## config.mk

```make
export PLATFORM = sky130hd
export DESIGN_NAME = ir_packet_scheduler
export DESIGN_NICKNAME = d
export VERILOG_FILES = /design/src/rtl/ir_sched_pkg.sv /design/src/rtl/ir_period_timer.sv /design/src/rtl/ir_packet_scheduler.sv
export SDC_FILE = /design/constraint.sdc
export NUM_CORES = 1
export LEC_CHECK = 0
export ABC_AREA = 1
export CAP_MARGIN = 5
export CELL_PAD_IN_SITES_DETAIL_PLACEMENT = 1
export CELL_PAD_IN_SITES_GLOBAL_PLACEMENT = 1
export CORE_ASPECT_RATIO = 1.1
export CORE_MARGIN = 4
export CORE_UTILIZATION = 42
export CTS_CLUSTER_DIAMETER = 50
export DETAILED_ROUTE_END_ITERATION = 10
export GPL_TIMING_DRIVEN = 0
export PLACE_DENSITY_LB_ADDON = 0.05
export SYNTH_ARGS = -nofsm -noshare
export SYNTH_HDL_FRONTEND = slang
export SYNTH_HIERARCHICAL = 1
export SYNTH_SLANG_ARGS = --single-unit
```

## constraint.sdc

```tcl
create_clock -name CLK -period 1.7 [get_ports CLK]
set_input_delay 0.255 -clock CLK [delete_from_list [all_inputs] [get_ports CLK]]
set_output_delay 0.255 -clock CLK [all_outputs]
set_load 0.005 [all_outputs]
```

## src/rtl/ir_sched_pkg.sv

```systemverilog
// ir_sched_pkg: command bit positions, stop command and scheduler state shared by the
// IR packet scheduler and its period timer.
package ir_sched_pkg;
   localparam int CMD_RIGHT   = 0;
   localparam int CMD_LEFT    = 1;
   localparam int CMD_BACK    = 2;
   localparam int CMD_FORWARD = 3;
   localparam logic [3:0] CMD_STOP = 4'b0000;
   localparam int TIMER_W = 24;
   typedef enum logic [1:0] {IDLE, COUNT, FIRE} sched_state_t;
endpackage

```

## src/rtl/ir_period_timer.sv

```systemverilog
// ir_period_timer: period counter 0..PERIOD_CYCLES-1 that wraps on terminal count and
// is held at zero while clear is high.
module ir_period_timer
   import ir_sched_pkg::*;
#(
   parameter int PERIOD_CYCLES = 10000000
)(
   input  logic CLK,
   input  logic RESETN,
   input  logic clear,
   output logic terminal
);
   localparam logic [TIMER_W-1:0] LAST = TIMER_W'(PERIOD_CYCLES - 1);
   logic [TIMER_W-1:0] count;
   assign terminal = count == LAST;
   always_ff @(posedge CLK or negedge RESETN)
      if (!RESETN) count <= '0;
      else count <= (clear || terminal) ? '0 : count + 1'b1;
endmodule

```

## src/rtl/ir_packet_scheduler.sv

```systemverilog
// ir_packet_scheduler: periodic IR packet launcher arbitrating bus and switch commands.
// Define IRSCHED_IMMEDIATE_EN to make an accepted bus write launch a packet right away.
module ir_packet_scheduler
   import ir_sched_pkg::*;
#(
   parameter int PERIOD_CYCLES    = 10000000,
   parameter int BUS_HOLD_PACKETS = 5
)(
   input  logic       CLK,
   input  logic       RESETN,
   input  logic       ENABLE,
   input  logic       SW_VALID,
   input  logic [3:0] SW_COMMAND,
   input  logic       BUS_REQ,
   input  logic [3:0] BUS_COMMAND,
   output logic       BUS_ACK,
   output logic       SEND_PACKET,
   output logic [3:0] COMMAND,
   output logic       SRC_SEL
);
   localparam logic [3:0] HOLD_LOAD = 4'(BUS_HOLD_PACKETS);
   sched_state_t state;
   logic [3:0] pending;
   logic [3:0] hold;
   logic terminal;
   logic force_fire;
   logic fire_now;
   assign fire_now = state == FIRE && ENABLE;
`ifdef IRSCHED_IMMEDIATE_EN
   // Request waits one extra cycle when the FSM is already in FIRE, keeping pulses apart.
   logic imm_req;
   assign force_fire = imm_req && state == COUNT;
   always_ff @(posedge CLK or negedge RESETN)
      if (!RESETN) imm_req <= 1'b0;
      else imm_req <= ENABLE && (BUS_REQ || (imm_req && !force_fire));
`else
   assign force_fire = 1'b0;
`endif
   ir_period_timer #(.PERIOD_CYCLES(PERIOD_CYCLES)) u_timer (
      .CLK     (CLK),
      .RESETN  (RESETN),
      .clear   (!ENABLE || state != COUNT || force_fire),
      .terminal(terminal)
   );
   always_ff @(posedge CLK or negedge RESETN)
      if (!RESETN) begin
         state       <= IDLE;
         pending     <= CMD_STOP;
         hold        <= '0;
         BUS_ACK     <= 1'b0;
         SEND_PACKET <= 1'b0;
         COMMAND     <= CMD_STOP;
         SRC_SEL     <= 1'b0;
      end else begin
         BUS_ACK     <= BUS_REQ;
         SEND_PACKET <= fire_now;
         state       <= !ENABLE ? IDLE : (state == COUNT && (terminal || force_fire)) ? FIRE : COUNT;
         if (fire_now) begin
            COMMAND <= |hold ? pending : SW_VALID ? SW_COMMAND : CMD_STOP;
            SRC_SEL <= |hold;
         end
         // A bus write on the FIRE cycle reloads after that packet used the old hold.
         if (BUS_REQ) begin
            pending <= BUS_COMMAND;
            hold    <= HOLD_LOAD;
         end else if (fire_now && |hold) hold <= hold - 1'b1;
      end
endmodule

```

After elaboration in Yosys (flattened, before gate mapping) --
Index checks and enable logic that the tools add are counted.
Storage, ports and cells: output and inout port bits 7, word-level logic and storage cells 29, flip-flop bits (word level) 41, input bits 13
Cells by class: reduce and logical (&&, ||, !) cells 8, $add $sub $neg 2, multiplexer cells 7, eq/ne operators 4
Operators by type and width (count):
- 24-bit by 1-bit adder with 24-bit output, second input constant | 1
- 24-bit equality test, second input constant | 1
- 24-bit 2-to-1 mux | 1
- 4-bit 2-to-1 mux | 4
- 2-bit 2-to-1 mux | 2
- 4-bit OR reduction | 1
- 4-bit by 1-bit subtractor with 4-bit output, second input constant | 1
- 1-bit logical AND | 3
- 2-bit by 1-bit equality test with 1-bit output, second input constant | 1
- 2-bit equality test, second input constant | 1
- 1-bit logical OR | 2
- 2-bit by 1-bit != test with 1-bit output, second input constant | 1
- 2-bit nonzero test | 1
- 1-bit zero test | 1

Longest topological paths before layout --
Gate-level depths: netlist of run 1.
word-level depth 5, gate-level depth with buffers 10, gate-level depth less buffers 10

Hierarchy --
Netlist of run 1, hierarchy kept.
Modules (own cells, without submodules):
- ir_period_timer | cells an instance 218, area an instance 1545.2 um2, instances 1
- ir_packet_scheduler | cells an instance 89, area an instance 798.3 um2, instances 1

Least setup slack after synthesis of run 1 --
Ideal clock, no wire load.
path kind register to register, start reg u_timer.count[0], end reg state[0], library setup time 113 ps, clock period less this slack 1429 ps, setup slack 271 ps, required time 1587 ps, stages on the path, launching flop included 11, arrival 1316 ps, path through dfrtp_1 ha_1 inv_1 nor2_4 nand2_2 nor2_1 nand4_1 nor2_1 nand3_1 nand2_1 inv_1
On the way: cells in the longest elaborated chain, start to end 4
RTL lines:
- start: declaration | RTL line ir_period_timer.sv:14 | logic [TIMER_W-1:0] count;
- start signal: assignment | RTL line ir_period_timer.sv:18 | else count <= (clear || terminal) ? '0 : count + 1'b1;
- 24-bit equality test | RTL line ir_period_timer.sv:15 | assign terminal = count == LAST;
- named net terminal | RTL line ir_packet_scheduler.sv:25 | logic terminal;
- 1-bit logical AND | RTL line ir_packet_scheduler.sv:57 | state <= !ENABLE ? IDLE : (state == COUNT && (terminal || force_fire)) ? FIRE : COUNT;
- 2-bit 2-to-1 mux (2 in a row) | RTL line ir_packet_scheduler.sv:57
- end signal: assignment | RTL line ir_packet_scheduler.sv:57
- end: declaration | RTL line ir_packet_scheduler.sv:22 | sched_state_t state;
The timed path passes the listed nets, and every way through them passes these cells. A chain may end at the register's enable or synchronous reset.

Worst setup path after layout of run 1 --
Ends and elaborated chain as after synthesis.

==> flow_summary.toml, run 1 <==
[run_status]
outcome = "complete, no violations"

[grt]
grt_overflow = 0
grt_pass1_vias = 2146
grt_pass1_wl_mm = 9.908
antenna_found_initial = 0
grt_max_degree = 30
track_usage = 0.1853

[setup_path]
cp_data_required_time_ps = 1900
critPathSlowestCell = "dfrtp_1"
r2r-start = "u_timer/count[0]$_DFF_PN0_"
critPathKind = "reg2reg"
critical_path_buf_inv_count = 2
worstPathCellList = "ha_4 -> inv_1 -> nor2_4 -> nand2_2 -> nor2_2 -> nand4_1 -> nor2_1 -> nand3_1 -> nand2_1 -> inv_1"
cp-end-kind = "flop"
worstPathArrival_ps = 1720
reg2reg_slack_ps = 180
slowest_delay_ps = 420
reg2reg_to = "state[0]$_DFF_PN0_"
cp_top_family = "simple AND/OR/NAND/NOR gates"
cp_common_cell = "inv_1"
cp_max_fo = 4
r2r_cells = 10
start_kind = "flop"

[drt]
dr.pass1.iters = 4
drtAntennaViolNets = 0
drtIter0Drc = 52
drc = 0
wire_per_inst_um = 13.52
vias = 1993
finalWirelength_mm = 5.583
viasPerCell = 4.826

[pwr]
power_density_mw_per_mm2 = 646.3
seqPwrFrac = 0.563
p_sw_frac = 0.2495
comb_power_share = 0.074
ir_drop_v = 0.0003742
power.switching_w = 0.0004465
leakagePower_nw = 1.171
clkPwrFrac = 0.363
p_int_w = 0.001343

[sta]
setup_tns_ps = 0
maxSlewHeadroom = 0.7760
rsz0062_at_grt = "false"
worst_pin_slew_ps = 336.0
period_share = 0.8935
fin_hold_ws_ps = 377.0
fmax_mhz = 658.3
finClkSkew_ps = 5.308
post-route-min-period_ps = 1519
final-hold-violation-count = 0
drv_slew = 0
finalSetupViolCount = 0
fin_ws_ps = 181.0

[floorplan]
dieHeight_um = 86.35
ioPinCount = 20
start_util = 0.4344
die_area_mm2 = 0.006840
rows = 28
fp.dieW_um = 79.22
coreArea_mm2 = 0.005395

[yosys]
ys_seq_area_frac = 0.4378
synth.avg_cell_area_um2 = 7.634
netlist_instances = 307
synthesis.area_mm2 = 0.002343
synth.top_cell.area_share = 0.4378
syn_nets = 323
ys_ff_latch = 41
ys_types = 28
synth_area_leaders = "dfrtp_1 (44%), nand2_1 (14%), nor2_1 (7.8%)"
yosysWarnings = 6
synth_top_cell_by_area = "dfrtp_1"

[finish]
area_growth_pct = 18.15
final_common_cell = "nand2_1"
antenna_cells = 0
final_cell_mix = "nand2_1 (89), nor2_1 (48), dfrtp_1 (41)"
drive_gt1_frac = 0.1568
fin_nets = 353

[clocking]
cts_tree = "built"
numCtsBuffers = 5
root_buffer = "clkbuf_8"
clk_pin_slew_ps = 90
htreeDepth = 2
cts_sinks = 41
clk_latency_ps = 300
cts_buffer_depth = 2

[job]
cap_violations = 0

[min_path]
hold_path_class = "in2async"

[placed_design]
place_congestion = 0.8042
pre_cts_slack_ps = 0.3707
hpwl_mm = 4.360
port_buffers = 19
==> metal layers <==
metal / vias to the layer above / share of wire / global-route usage
met2: 22 / 0.54 / 0.3453
met3: 7 / 0.020 / 0.03119
li1: 1003 / - / -
met5: - / 0 / 0
met4: 0 / 0.0095 / 0.04688
met1: 961 / 0.43 / 0.2197
==> cells in the mapped netlist, drive strengths merged <==
master	instances
nor2	67
xnor2	4
xor2	4
a21oi	4
inv	33
dfrtp	41
or2	1
nor3	3
nand3	27
and2	2
nand3b	1
buf	3
o21ai	7
o21bai	2
bufinv	1
nand2	101
nand4	3
ha	3
==> power by group through the flow <==
stage	registers (W)	clock network, W	logic (W)
floorplan	0.00102	0	0.0000528
global placement	0.00103	0	0.000126
detailed placement	0.00103	0	0.000135
CTS	0.00101	0.000677	0.000136
global route	0.00101	0.000717	0.000150
finish	0.00101	0.000649	0.000132
==> worst max-delay path by stage <==
| stage | startpoint | endpoint | cells past startpoint |
|---|---|---|---|
| finish | u_timer/count[0]$_DFF_PN0_ | state[0]$_DFF_PN0_ | 10 |
| CTS | u_timer/count[0]$_DFF_PN0_ | state[0]$_DFF_PN0_ | 10 |
| global placement | RESETN | pending[2]$_DFFE_PN0P_ | 1 |
| floorplan | u_timer/count[0]$_DFF_PN0_ | state[0]$_DFF_PN0_ | 10 |
| detailed placement | u_timer/count[0]$_DFF_PN0_ | state[0]$_DFF_PN0_ | 10 |
| global route | u_timer/count[0]$_DFF_PN0_ | state[0]$_DFF_PN0_ | 10 |
==> state kept, by name, summed over array words and instances (netlist names) <==
register / cells
SEND_PACKET: 1
COMMAND: 4
state: 2
pending: 4
hold: 4
BUS_ACK: 1
SRC_SEL: 1
u_timer/count: 24
==> cells by family after synthesis <==
group | count (synthesis) | synth area share
AO/OA/AOI/OAI | 13 | 0.02990
XOR/XNOR | 8 | 0.02990
adder cells (fa/ha/maj) | 3 | 0.01602
buffers and inverters | 37 | 0.07582
flip-flops | 41 | 0.4378
AND/OR/NAND/NOR | 205 | 0.4106
==> cell type report <==
cell class	instances	area (um2)
Clock buffer	5	68.82
Fill cell	706	2626
Multi-Input combinational cell	229	1155
Tap cell	75	93.84
Buffer	3	33.78
Timing Repair Buffer	23	230.2
Clock inverter	3	17.52
Inverter	34	143.9
Sequential cell	41	1026
==> through the flow <==
step / util / std cells / total power [W] / cell area (um2)
final: 0.5132 / 413 / 0.001789 / 2769
after global routing: 0.5132 / 413 / 0.001878 / 2769
after CTS: 0.5081 / 411 / 0.001820 / 2741
after detailed placement: 0.4898 / 402 / 0.001161 / 2643
after global placement: 0.4870 / 401 / 0.001152 / 2628
after floorplan: - / 307 / 0.001077 / 2344
==> timing repair <==
item / CTS / global route
pin swaps: 0 / 1
hold buffers: 1 / 0
endpoints found under the setup margin: 1 / 2
resized for setup: 1 / 2
hold endpoints to repair: 12 / 0
setup buffers: 0 / 2
No activity file was read; power rests on OpenSTA's default activity.
==> inputs of run 2 (changes only) <==
Settings changed: PLACE_DENSITY_LB_ADDON 0.05 to 0.12.
==> run 2 against run 1 <==
Effect of this change: clock power rose by 29%; register-to-register slack got worse by 20 ps; sequential share of layout area decreased by 0.54 points; wire length is 2.0% higher; critical path depth unchanged; total power rose by 11%; cell area up 1.5%; first-iteration DRC count fell by 1.9%; clock skew increased by 1.8 ps; via count grew 2.5%; global-route usage is 0.42 points higher.
==> flow_summary.toml, run 2 (synthesis results as in run 1) <==
[finish]
fin_cells = 414
area_growth_pct = 19.91
n_fill_cell = 710
fin_nets = 354
multi_input_area_mm2 = 0.001155
largest_reg_flops = 24
final_cell_mix = "nand2_1 (89), nor2_1 (48), dfrtp_1 (41)"
top_register = "u_timer/count"
fin_area_mm2 = 0.002810
fin_util = 0.5209
final_common_cell = "nand2_1"
antenna_cells = 0
register_area_mm2 = 0.001026
drive_gt1_frac = 0.1593

[pwr]
clkPwrFrac = 0.424
p_int_w = 0.001538
leakagePower_nw = 1.190
ir_drop_v = 0.0003478
power.switching_w = 0.0004461
p_sw_frac = 0.2248
seqPwrFrac = 0.508
power_density_mw_per_mm2 = 706.1
comb_power_share = 0.069
power_w = 0.001984

[grt]
grt_pass1_vias = 2155
grt_max_degree = 27
track_usage = 0.1895
grt_pass1_wl_mm = 10.15
antenna_found_initial = 0
grt_overflow = 0

[job]
cap_violations = 0

[sta]
worst_pin_slew_ps = 425.9
setup_tns_ps = 0
fmax_mhz = 651.0
drv_slew = 0
final-hold-violation-count = 0
period_share = 0.9035
post-route-min-period_ps = 1536
finalSetupViolCount = 0
maxSlewHeadroom = 0.7160
finClkSkew_ps = 7.133

[run_status]
outcome = "complete, no violations"

[setup_path]
cp_max_fo = 4
start_kind = "flop"
reg2reg_to = "state[0]$_DFF_PN0_"
cp-end-kind = "flop"
critical_path_buf_inv_count = 2
critPathSlowestCell = "dfrtp_1"
worstPathCellList = "ha_4 -> inv_1 -> nor2_4 -> nand2_2 -> nor2_2 -> nand4_1 -> nor2_1 -> nand3_1 -> nand2_1 -> inv_1"
worstPathArrival_ps = 1730
cp_top_family = "simple AND/OR/NAND/NOR gates"
r2r_cells = 10
reg2reg_slack_ps = 160
r2r-start = "u_timer/count[0]$_DFF_PN0_"
cp_common_cell = "inv_1"
critPathKind = "reg2reg"
cp_data_required_time_ps = 1900
crit_start = "u_timer/count[0]$_DFF_PN0_"
slowest_delay_ps = 420

[drt]
dr.pass1.iters = 4
viasPerCell = 4.932
drtAntennaViolNets = 0
drc = 0
wire_per_inst_um = 13.75
vias = 2042
drtIter0Drc = 51
finalWirelength_mm = 5.694

[floorplan]
coreArea_mm2 = 0.005395
ioPinCount = 20
die_area_mm2 = 0.006840
rows = 28
fp.dieW_um = 79.22
dieHeight_um = 86.35
start_util = 0.4344

[placed_design]
hpwl_mm = 4.389
place_congestion = 0.8392
dp.cells = 402
port_buffers = 19
placed_area_mm2 = 0.002643

[clocking]
root_buffer = "clkbuf_8"
clk_latency_ps = 300
htreeDepth = 2
clk_pin_slew_ps = 80
numCtsBuffers = 5
cts_tree = "built"
cts_buffer_depth = 2
cts_sinks = 41

[min_path]
hold_path_class = "in2async"
-- run 2: changes by cell type in the layout (fill, tap and decap cells not counted) --
cell	before	now
clkinv_2	2	0
buf_4	3	4
bufinv_16	0	1
clkbuf_8	5	6
-- run 2: final cells by class --
type / instances / area share
plain buffers: 3 / 0.01202
clock buffers: 6 / 0.02939
clock inverters: 2 / 0.01336
inverters: 34 / 0.05120
multi-input cells: 229 / 0.4110
flip-flops and latches: 41 / 0.3651
well taps: 75 / 0.03339
repair buffers: 24 / 0.08459
-- run 2: layer usage --
metal / track usage / part of all wire / vias up / routed length (um)
li1: - / - / 1003 / -
met1: 0.2316 / 0.44 / 1004 / 2517
met2: 0.3338 / 0.51 / 28 / 2889
met3: 0.04158 / 0.038 / 7 / 214
met4: 0.05625 / 0.013 / 0 / 72
met5: 0 / 0 / - / 0
-- run 2: worst max-delay path by stage --
| stage | to | slack (ps) | depth (start not counted) |
|---|---|---|---|
| after CTS | state[0]$_DFF_PN0_ | 20 | 10 |
| final | state[0]$_DFF_PN0_ | 160 | 10 |
| after floorplan | state[0]$_DFF_PN0_ | 270 | 10 |
| after global placement | u_timer/count[21]$_DFF_PN0_ | -780 | 1 |
| after global routing | state[0]$_DFF_PN0_ | -9 | 10 |
| after detailed placement | state[0]$_DFF_PN0_ | -6 | 10 |
-- run 2: worst register-to-register path, stage by stage (launching register included) --
cell and delay [ps]:
dfrtp_1 420, ha_4 180, inv_1 70, nor2_4 110, nand2_2 90, nor2_2 120, nand4_1 90, nor2_1 130
nand3_1 120, nand2_1 70, inv_1 40
-- run 2: repair_timing --
action / CTS / global route
gates cloned: 0 / 0
hold buffers: 1 / 0
pin swaps: 0 / 1
setup endpoints to repair: 1 / 2
gates resized for setup: 1 / 2
hold endpoints to repair: 15 / 0
setup buffers: 0 / 3
-- run 2: power by group through the flow --
stage	Combinational, W	Sequential, W	Clock [W]
finish	0.000136	0.00101	0.000840
global route	0.000153	0.00101	0.000904
CTS	0.000138	0.00101	0.000872
detailed placement	0.000135	0.00103	0
global placement	0.000126	0.00103	0
floorplan	0.0000528	0.00102	0
-- run 2: stage by stage --
step / setup WS [ps] / hold WS [ps]
after floorplan: 271.5 / -40.59
after global placement: -781.5 / 454.0
after detailed placement: -5.589 / 213.7
after CTS: 17.98 / 423.8
after global routing: -9.023 / 444.9
final: 164.0 / 415.6
==> inputs of run 3 (changes only) <==
Settings changed: CTS_CLUSTER_DIAMETER 50 to default.
==> results of run 3 <==
Final layout, timing and power as in run 2 (identical DEF).
